--- config.mk ---
export PLATFORM = sky130hd
export DESIGN_NAME = significand_mult_seq
export DESIGN_NICKNAME = d
export VERILOG_FILES = /design/src/rtl/significand_mult_seq.sv
export SDC_FILE = /design/constraint.sdc
export NUM_CORES = 1
export LEC_CHECK = 0
export CORE_ASPECT_RATIO = 0.8
export CORE_MARGIN = 2
export CORE_UTILIZATION = 55
export CTS_BUF_LIST = sky130_fd_sc_hd__clkbuf_16
export DETAILED_ROUTE_END_ITERATION = 8
export PLACE_DENSITY_LB_ADDON = 0.2
export SYNTH_ARGS = -nofsm -noshare
export SYNTH_HDL_FRONTEND = slang
export SYNTH_SLANG_ARGS = --single-unit
--- constraint.sdc ---
create_clock -name i_clk -period 5.18 [get_ports i_clk]
set_input_delay 1.036 -clock i_clk [delete_from_list [all_inputs] [get_ports i_clk]]
set_output_delay 1.036 -clock i_clk [all_outputs]
set_load 0.02 [all_outputs]
--- src/rtl/significand_mult_seq.sv ---
// significand_mult_seq: multi-cycle shift-add significand multiplier.
// Normalises the product and rounds it to MANT_WIDTH bits.
//
// Ports
//   i_clk          rising-edge clock
//   i_reset        synchronous active-high reset
//   i_in_valid     operand request
//   o_in_ready     block can accept (IDLE)
//   i_mant_a       fraction of operand A
//   i_mant_b       fraction of operand B
//   i_hidden_a     hidden bit of A
//   i_hidden_b     hidden bit of B
//   o_out_valid    result available (DONE)
//   i_out_ready    downstream accepts result
//   o_result       normalised, rounded fraction
//   o_norm_shift   product >= 2.0, exponent +1
//   o_round_carry  rounding wrapped fraction to 0
//
// Build option: SIGMUL_RNE_EN selects round-to-nearest-even;
// without it the fraction is truncated.
module significand_mult_seq #(
   parameter int MANT_WIDTH = 10,
   parameter int RADIX_BITS = 1
) (
   input  logic                  i_clk,
   input  logic                  i_reset,
   input  logic                  i_in_valid,
   output logic                  o_in_ready,
   input  logic [MANT_WIDTH-1:0] i_mant_a,
   input  logic [MANT_WIDTH-1:0] i_mant_b,
   input  logic                  i_hidden_a,
   input  logic                  i_hidden_b,
   output logic                  o_out_valid,
   input  logic                  i_out_ready,
   output logic [MANT_WIDTH-1:0] o_result,
   output logic                  o_norm_shift,
   output logic                  o_round_carry
);

   localparam int W    = MANT_WIDTH + 1;
   localparam int ITER = (W + RADIX_BITS - 1) / RADIX_BITS;
   localparam int BW   = ITER * RADIX_BITS;
   localparam int CW   = $clog2(ITER);

   typedef enum logic [1:0] {
      S_IDLE,
      S_MUL,
      S_ROUND,
      S_DONE
   } state_t;

   state_t r_state;
   state_t w_next;

   logic [2*W-1:0]        r_a;
   logic [BW-1:0]         r_b;
   logic [2*W-1:0]        r_acc;
   logic [CW-1:0]         r_cnt;
   logic [MANT_WIDTH-1:0] r_result;
   logic                  r_ns;
   logic                  r_rc;

   logic [2*W-1:0]        w_pp;
   logic                  w_ns;
   logic [MANT_WIDTH-1:0] w_frac;
   logic [MANT_WIDTH-1:0] w_res;
   logic                  w_rc;

   // Partial product for the multiplier digit at the bottom of r_b.
   generate
      if (RADIX_BITS == 2) begin : g_r4
         always_comb begin
            w_pp = '0;
            case (r_b[1:0])
               2'd0:    w_pp = '0;
               2'd1:    w_pp = r_a;
               2'd2:    w_pp = r_a << 1;
               default: w_pp = r_a + (r_a << 1);
            endcase
         end
      end else begin : g_r2
         always_comb begin
            w_pp = '0;
            if (r_b[0]) w_pp = r_a;
         end
      end
   endgenerate

   // Normalise: drop the leading one, keep MANT_WIDTH bits.
   assign w_ns   = r_acc[2*W-1];
   assign w_frac = w_ns ? r_acc[2*W-2:W]
                        : r_acc[2*W-3:W-1];

`ifdef SIGMUL_RNE_EN
   logic                  w_guard;
   logic                  w_sticky;
   logic                  w_inc;
   logic [MANT_WIDTH:0]   w_sum;

   assign w_guard  = w_ns ? r_acc[W-1] : r_acc[W-2];
   assign w_sticky = w_ns ? |r_acc[W-2:0]
                          : |r_acc[W-3:0];
   assign w_inc    = w_guard & (w_sticky | w_frac[0]);
   assign w_sum    = {1'b0, w_frac}
                   + {{MANT_WIDTH{1'b0}}, w_inc};
   assign w_res    = w_sum[MANT_WIDTH-1:0];
   assign w_rc     = w_sum[MANT_WIDTH];
`else
   // Bits below the kept fraction are simply dropped.
   logic w_unused;
   assign w_unused = &{1'b0, r_acc[W-2:0]};
   assign w_res    = w_frac;
   assign w_rc     = 1'b0;
`endif

   always_ff @(posedge i_clk) begin
      if (i_reset) r_state <= S_IDLE;
      else         r_state <= w_next;
   end

   always_comb begin
      w_next = r_state;
      unique case (r_state)
         S_IDLE:  if (i_in_valid) w_next = S_MUL;
         S_MUL:   if (r_cnt == CW'(ITER - 1)) w_next = S_ROUND;
         S_ROUND: w_next = S_DONE;
         S_DONE:  if (i_out_ready) w_next = S_IDLE;
         default: w_next = S_IDLE;
      endcase
   end

   always_ff @(posedge i_clk) begin
      if (i_reset) begin
         r_a      <= '0;
         r_b      <= '0;
         r_acc    <= '0;
         r_cnt    <= '0;
         r_result <= '0;
         r_ns     <= 1'b0;
         r_rc     <= 1'b0;
      end else begin
         unique case (r_state)
            S_IDLE: begin
               if (i_in_valid) begin
                  r_a   <= (2*W)'({i_hidden_a, i_mant_a});
                  r_b   <= BW'({i_hidden_b, i_mant_b});
                  r_acc <= '0;
                  r_cnt <= '0;
               end
            end
            S_MUL: begin
               r_acc <= r_acc + w_pp;
               r_a   <= r_a << RADIX_BITS;
               r_b   <= r_b >> RADIX_BITS;
               r_cnt <= r_cnt + 1'b1;
            end
            S_ROUND: begin
               r_result <= w_res;
               r_ns     <= w_ns;
               r_rc     <= w_rc;
            end
            default: begin
            end
         endcase
      end
   end

   assign o_in_ready    = (r_state == S_IDLE);
   assign o_out_valid   = (r_state == S_DONE);
   assign o_result      = r_result;
   assign o_norm_shift  = r_ns;
   assign o_round_carry = r_rc;

endmodule

# Word level (Yosys, flattened, before mapping)
# Cells that the tools add are included.
dict set report op_classes {
  muxes 14
  n_mul 0
  reduce_logical 4
  bitwise 0
  n_shift 0
  order_cmp 0
  addsub 2
  n_div 0
  n_eq_ne 7
}
# op n
set ops {}
lappend ops {{$pmux W22 S2} 2}
lappend ops {{$mux W22} 3}
lappend ops {{$add A22 B22 Y22} 1}
lappend ops {{$pmux W11 S2} 1}
lappend ops {{$mux W11} 1}
lappend ops {{$mux W10} 1}
lappend ops {{$pmux W2 S4} 1}
lappend ops {{$pmux W4 S2} 1}
lappend ops {{$mux W2} 3}
lappend ops {{$add A4 B1 Y4 const B} 1}
lappend ops {{$eq A2 B2 Y1 const B} 2}
lappend ops {{$eq A4 B4 Y1 const B} 1}
lappend ops {{$mux W4} 1}
lappend ops {{$ne A2 B2 Y1 const B} 2}
lappend ops {{$reduce_and A3 Y1} 1}
lappend ops {{$eq A2 B1 Y1 const B} 1}
lappend ops {{$logic_not A2 Y1} 1}
lappend ops {{$ne A2 B1 Y1 const B} 1}
lappend ops {{$reduce_and A2 Y1} 1}
lappend ops {{$reduce_bool A2 Y1} 1}
dict set report word_totals {
  reg_bits 72
  ramBits 0
  out_inout_bits 14
  latchBits 0
  elab_cells 34
  mem_bits_ro 0
  in_bits 26
  mem_count 0
}

# Logic depth before layout (Yosys ltp)
# Gate-level depths: netlist of run 1.
dict set report logic_depth {
  depth_word 3
  depth_mapped 12
}

# Least setup slack after synthesis of run 1
# No wires, ideal clock.
dict set report synth_path {
  kind {flip-flop to flip-flop}
  startpoint {register r_b[0]}
  endpoint {register r_acc[21]}
  path_stages_with_launch 12
  arrival_ps 2328
  setup_slack_ps 2718
  period_less_slack_ps 2462
  t_required_ps 5046
  cell_sequence {dfxtp_1 > clkbuf_1 > and2_1 > ha_1 > buf_6 > a211oi_2 > o211ai_1 > a221o_1 > a31o_4 > and4_4 > o31ai_1 > o311ai_1}
}
dict set report synth_via {
  elab_chain_cells 3
}
# item line_no
set synth_lines {}
lappend synth_lines {{start: declaration} 56} ;# logic [BW-1:0] r_b;
lappend synth_lines {{start signal: assignment} 146} ;# r_b <= BW'({i_hidden_b, i_mant_b});
lappend synth_lines {{start signal: assignment} 154} ;# r_b <= r_b >> RADIX_BITS;
lappend synth_lines {{$mux W22} 84} ;# if (r_b[0]) w_pp = r_a;
lappend synth_lines {{$add A22 B22 Y22} 152} ;# r_acc <= r_acc + w_pp;
lappend synth_lines {{$pmux W22 S2} 142} ;# unique case (r_state)
lappend synth_lines {{end signal: assignment} 152}
lappend synth_lines {{end: declaration} 57} ;# logic [2*W-1:0] r_acc;
# No other way between the ends.
# A chain may end at the register's enable or synchronous reset.

# Final worst setup path of run 1
dict set report layout_path {
  startpoint {input i_in_valid}
  endpoint {register r_acc[21]}
}
dict set report layout_via {
  elab_chain_cells 2
}
# item line_no
set layout_lines {}
lappend layout_lines {{start: declaration} 27} ;# input logic i_in_valid,
lappend layout_lines {{$ne A2 B2 Y1 (no source line)} n/a}
lappend layout_lines {{$reduce_and A2 Y1 (no source line)} n/a}
# No other way between the ends.

==> flow_metrics.env, run 1 <==
export IMPL_setup_tns_ns=0
export IMPL_dp_cells=581
export IMPL_hp_class="reg -> reg"
export IMPL_ir_worst_vdd_v=0.000267
export IMPL_place_gp_congestion=0.952
export IMPL_portBuffers=38
export IMPL_grt_pass1_vias=3141
export IMPL_worstPathArrival_ns=3.52
export IMPL_cts_htree_levels=3
export IMPL_regArea_sq_um=1440
export IMPL_cts_sinks=72
export IMPL_synth_fp_nets=535
export IMPL_cts_max_path_buffers=2
export IMPL_antenna_found_initial=0
export IMPL_max_freq_mhz=304
export IMPL_area_growth_pct=17.1
export IMPL_timing_final_crit_share_pct=63.5
export IMPL_holdBufCountCts=0
export IMPL_synth_top_area_cell="dfxtp_1"
export IMPL_grt_max_degree=62
export IMPL_synthCells=481
export IMPL_skew_ns=0.00877
export IMPL_cts_resized=0
export IMPL_finalSetupViolCount=0
export IMPL_p_leak_nw=1.86
export IMPL_track_usage_pct=22.3
export IMPL_multi_input_area_sq_um=2470
export IMPL_drcViolationCount=0
export IMPL_cts_root_buf="clkbuf_16"
export IMPL_clk_latency_ns=0.33
export IMPL_synth_common_cells="nor2_1 (73), dfxtp_1 (72), mux2i_1 (34)"
export IMPL_worst_slew_margin_rel_pct=33.0
export IMPL_synth_area_leaders="dfxtp_1 (35%), mux2i_1 (8.3%), ha_1 (8.3%)"
export IMPL_grt_first_pass_wirelength_mm=14.6
export IMPL_outcome="finished clean"
export IMPL_fill_cells=626
export IMPL_hold_violations=0
export IMPL_syn_avg_cell_area_sq_um=8.50
export IMPL_initial_utilization_pct=56.1
export IMPL_path_max_fanout=19
export IMPL_cts_setup_buffers=0
export IMPL_rsz0062_at_grt="false"
export IMPL_drive_gt1_share_pct=5.33
export IMPL_synth_top_area_share_pct=35.3
export IMPL_nets=556
export IMPL_synth_edf_count=0
export IMPL_die_h_um=81.1
export IMPL_clk_pin_slew_ns=0.06
export IMPL_yosysWarnings=0
export IMPL_fp_dieArea_sq_um=8140
export IMPL_cellPowerDensity_nw_per_um2=468
export IMPL_ant_nets=0
export IMPL_syn_area_sq_um=4090
export IMPL_yosysSeqAreaShare_pct=35.3
export IMPL_p_total_mw=2.24
export IMPL_io_pins=40
export IMPL_cts_tree="yes"
export IMPL_grt_overflow=0
export IMPL_crit_required_ns=5.41
export IMPL_fin_cells=597
export IMPL_yosysUniqueCellTypes=52
export IMPL_finalWorstPathRequiredPeriod_ns=3.29
export IMPL_dr_total_vias=3481
export IMPL_rows=28
export IMPL_routed_via_density=5.83
export IMPL_totalWireLength_mm=8.84
export IMPL_path_class="in -> reg"
export IMPL_ys_flop_type="dfxtp_1"
export IMPL_drtPass1Iterations=5
export IMPL_crit_path_end_kind="flop"
export IMPL_cts_buffers=9
export IMPL_antennaDiodeCount=0
export IMPL_fp_coreArea_sq_um=7290
export IMPL_first_iter_violations=194
export IMPL_startpoint_type="primary input"
export IMPL_dp_hpwl_mm=6.03
export IMPL_drv_cap=0
export IMPL_wl_per_cell_um=14.8
export IMPL_ys_async_sr_fraction_pct=0
export IMPL_worstMarginPinSlew_ns=0.998
export IMPL_die_w_um=100
export IMPL_slew_viol_final=0
export IMPL_ys_ff_latch=72
export IMPL_synth_most_common_cell="nor2_1"
[area by class of cell]
type,count,area share [%]
inverter,11,0.863
tap,90,2.35
multi-input combinational,366,51.5
sequential,72,30.1
clock buffer,9,4.70
timing repair buffer,42,8.47
clock inverter,7,1.96
[cell families after synthesis]
logic type,synth area share (%)
flip-flops,35.3
XOR/XNOR,4.07
AO/OA/AOI/OAI,22.0
buffers and inverters,4.38
AND/OR/NAND/NOR,17.1
other,0.0917
adder cells (fa/ha/maj),8.75
multiplexers,8.33
[layout by cell type (no fill, tap or decap), types with 5 or more instances in the layout]
master           synthesis  final
a21o_1                   5      5
and2_1                  22     22
ha_1                    27     27
o21ai_0                 20     20
dfxtp_1                 72     72
xnor2_1                 13     13
a211oi_1                32     32
clkdlybuf4s50_1          0     37
xor2_1                   6      6
a21oi_1                 25     25
mux2i_1                 34     34
nand2_1                 31     31
nor2_1                  73     73
clkbuf_16                0      9
nand4_1                  5      5
o21ai_1                  7      7
a22oi_1                 23     23
inv_1                   11     11
[power breakdown]
part / switching [mW] / internal (mW) / leakage (nW) / total [mW]
clock: 0.241 / 0.421 / 0.153 / 0.662
sequential: 0.0802 / 0.668 / 0.587 / 0.748
combinational: 0.508 / 0.321 / 1.12 / 0.828
total: 0.829 / 1.41 / 1.86 / 2.24
[flip-flops by register name (all words and copies together) (netlist names)]
register      count
o_norm_shift      1
o_result         10
r_a              22
r_acc            22
r_b              11
r_cnt             4
r_state           2
[through the flow]
stage                     worst slack (ns)  hold WS [ns]  util, %  instance area (sq um)
after CTS                             1.90         0.484     65.7                   4790
after global routing                  1.65         0.510     65.7                   4790
final                                 1.89         0.481     65.7                   4790
after detailed placement              1.60         0.476     61.3                   4470
after floorplan                       2.72         0.432        -                   4090
after global placement                1.66         0.471     61.3                   4470
[critical path: stages]
cell	delay (ns)
clkdlybuf4s50_1	0.47
nand2b_1	0.24
and2_1	0.61
nand2b_1	0.54
nor4_1	0.40
o31ai_1	0.11
o311ai_1	0.12
[final timing paths]
| check | from | cells past startpoint | slack (ns) | end |
|---|---|---|---|---|
| setup / recovery | i_in_valid | 7 | 1.89 | r_acc[21] |
| hold / removal | o_result[5] | 2 | 0.48 | o_result[5] |
| setup reg to reg | r_b[0] | 11 | 2.17 | r_acc[14] |
| hold reg to reg | o_result[5] | 2 | 0.48 | o_result[5] |
[routing by layer]
layer / up-vias / track usage (%) / wire, um
li1: 1761 / - / -
met1: 1641 / 30.1 / 4180
met2: 73 / 36.4 / 4210
met3: 6 / 4.99 / 406
met4: 0 / 6.03 / 51
met5: - / 0 / 0
No activity file was read; power rests on OpenSTA's default activity.
==> run 2: changes to the inputs <==
clock period = 3.1 ns   (was 5.18 ns; I/O delays follow)
==> flow_metrics.env, run 2 (synthesis gave the netlist of run 1 again) <==
export IMPL_antennaDiodeCount=0
export IMPL_io_pins=40
export IMPL_drive_gt1_share_pct=6.07
export IMPL_worst_slew_margin_rel_pct=31.7
export IMPL_hp_class="reg -> reg"
export IMPL_worstMarginPinSlew_ns=1.02
export IMPL_startpoint_type="flop"
export IMPL_grt_use_met2_pct=36.6
export IMPL_drtPass1Iterations=4
export IMPL_clk_pin_slew_ns=0.06
export IMPL_finalWorstPathRequiredPeriod_ns=2.68
export IMPL_grt_first_pass_wirelength_mm=14.8
export IMPL_wl_per_cell_um=14.8
export IMPL_nets=560
export IMPL_cts_setup_buffers=0
export IMPL_ir_worst_vdd_v=0.000401
export IMPL_p_leak_nw=1.87
export IMPL_rsz0062_at_grt="false"
export IMPL_first_iter_violations=134
export IMPL_die_w_um=100
export IMPL_fp_dieArea_sq_um=8140
export IMPL_path_max_fanout=23
export IMPL_worstPathArrival_ns=2.90
export IMPL_finalSetupViolCount=0
export IMPL_ant_nets=0
export IMPL_grt_max_degree=41
export IMPL_timing_final_crit_share_pct=86.3
export IMPL_dr_total_vias=3451
export IMPL_met1_usage_pct=31.2
export IMPL_grt_overflow=0
export IMPL_dp_hpwl_mm=6.30
export IMPL_routed_via_density=5.74
export IMPL_cts_buffers=9
export IMPL_track_usage_pct=22.7
export IMPL_cts_root_buf="clkbuf_16"
export IMPL_cts_max_path_buffers=2
export IMPL_max_freq_mhz=374
export IMPL_totalWireLength_mm=8.91
export IMPL_rows=28
export IMPL_gr_usage_met3_pct=4.65
export IMPL_grt_busiest_layer="met2"
export IMPL_final_common_cell="nor2_1"
export IMPL_outcome="finished clean"
export IMPL_drcViolationCount=0
export IMPL_grt_pass1_vias=3137
export IMPL_initial_utilization_pct=56.1
export IMPL_skew_ns=0.00995
export IMPL_final_core_util_pct=65.8
export IMPL_die_h_um=81.1
export IMPL_slew_viol_final=0
export IMPL_drv_cap=0
export IMPL_fill_cells=617
export IMPL_cellPowerDensity_nw_per_um2=771
export IMPL_hold_violations=0
export IMPL_holdBufCountCts=0
export IMPL_cts_sinks=72
export IMPL_area_growth_pct=17.3
export IMPL_cts_resized=0
export IMPL_cts_tree="yes"
export IMPL_fp_coreArea_sq_um=7290
export IMPL_setup_tns_ns=0
export IMPL_path_class="reg -> reg"
export IMPL_place_gp_congestion=0.848
export IMPL_final_cell_mix="nor2_1 (73), dfxtp_1 (72), clkdlybuf4s50_1 (37)"
export IMPL_p_total_mw=3.70
export IMPL_reg_top3="r_a (22), r_acc (22), r_b (11)"
export IMPL_crit_path_end_kind="flop"
export IMPL_cts_htree_levels=3
export IMPL_portBuffers=38
export IMPL_clk_latency_ns=0.34
export IMPL_antenna_found_initial=0
export IMPL_crit_required_ns=3.33
run 2: cell types whose count changed in the layout (fill, tap and decap cells not counted):
cell,delta
buf_4,+4
bufinv_16,-1
clkinv_1,-1
clkinvlp_4,+1
inv_1,+1
run 2: area by class of cell:
cell class	instances	area [sq um]	share of cell area, %
sequential	72	1440	30.1
multi-input combinational	366	2470	51.5
timing repair buffer	46	435	9.08
tap	90	113	2.35
clock inverter	7	71.3	1.49
clock buffer	9	225	4.70
inverter	11	41.3	0.861
run 2: path summary, 6_finish.rpt:
path | from | to | slack (ns) | depth (start not counted)
max | r_b[0] | r_acc[14] | 0.42 | 12
min reg2reg | r_acc[9] | r_acc[9] | 0.47 | 2
min | r_acc[9] | r_acc[9] | 0.47 | 2
max reg2reg | r_b[0] | r_acc[14] | 0.42 | 12
run 2: per-layer routing:
metal | vias to the layer above | routed length (um) | part of all wire [%]
met2 | 60 | 4040 | 45
met3 | 9 | 348 | 3.9
met5 | - | 0 | 0
met4 | 0 | 102 | 1.1
met1 | 1618 | 4420 | 50
li1 | 1764 | - | -
run 2: metrics by stage:
step / setup slack (ns) / instance area (sq um) / hold slack, ns / instances
after floorplan: 0.638 / 4090 / 0.432 / 481
after global placement: 0.431 / 4500 / 0.457 / 585
after detailed placement: 0.454 / 4500 / 0.460 / 585
after CTS: 0.435 / 4790 / 0.475 / 601
after global routing: 0.185 / 4790 / 0.496 / 601
final: 0.424 / 4790 / 0.473 / 601
run 2: report_power, final:
part / internal, mW / total [mW] / switching (mW)
clock network: 0.623 / 1.04 / 0.415
registers: 1.12 / 1.23 / 0.113
logic: 0.556 / 1.43 / 0.875
run 2: worst max-delay path, stage by stage (launching register included):
cell,delay (ns)
dfxtp_1,0.30
buf_4,0.19
and2_1,0.16
ha_1,0.18
inv_1,0.07
fa_1,0.20
nor2b_1,0.07
o2111ai_1,0.24
a21oi_1,0.14
nor3b_1,0.57
o21ai_0,0.21
mux2i_1,0.17
nand2_1,0.05
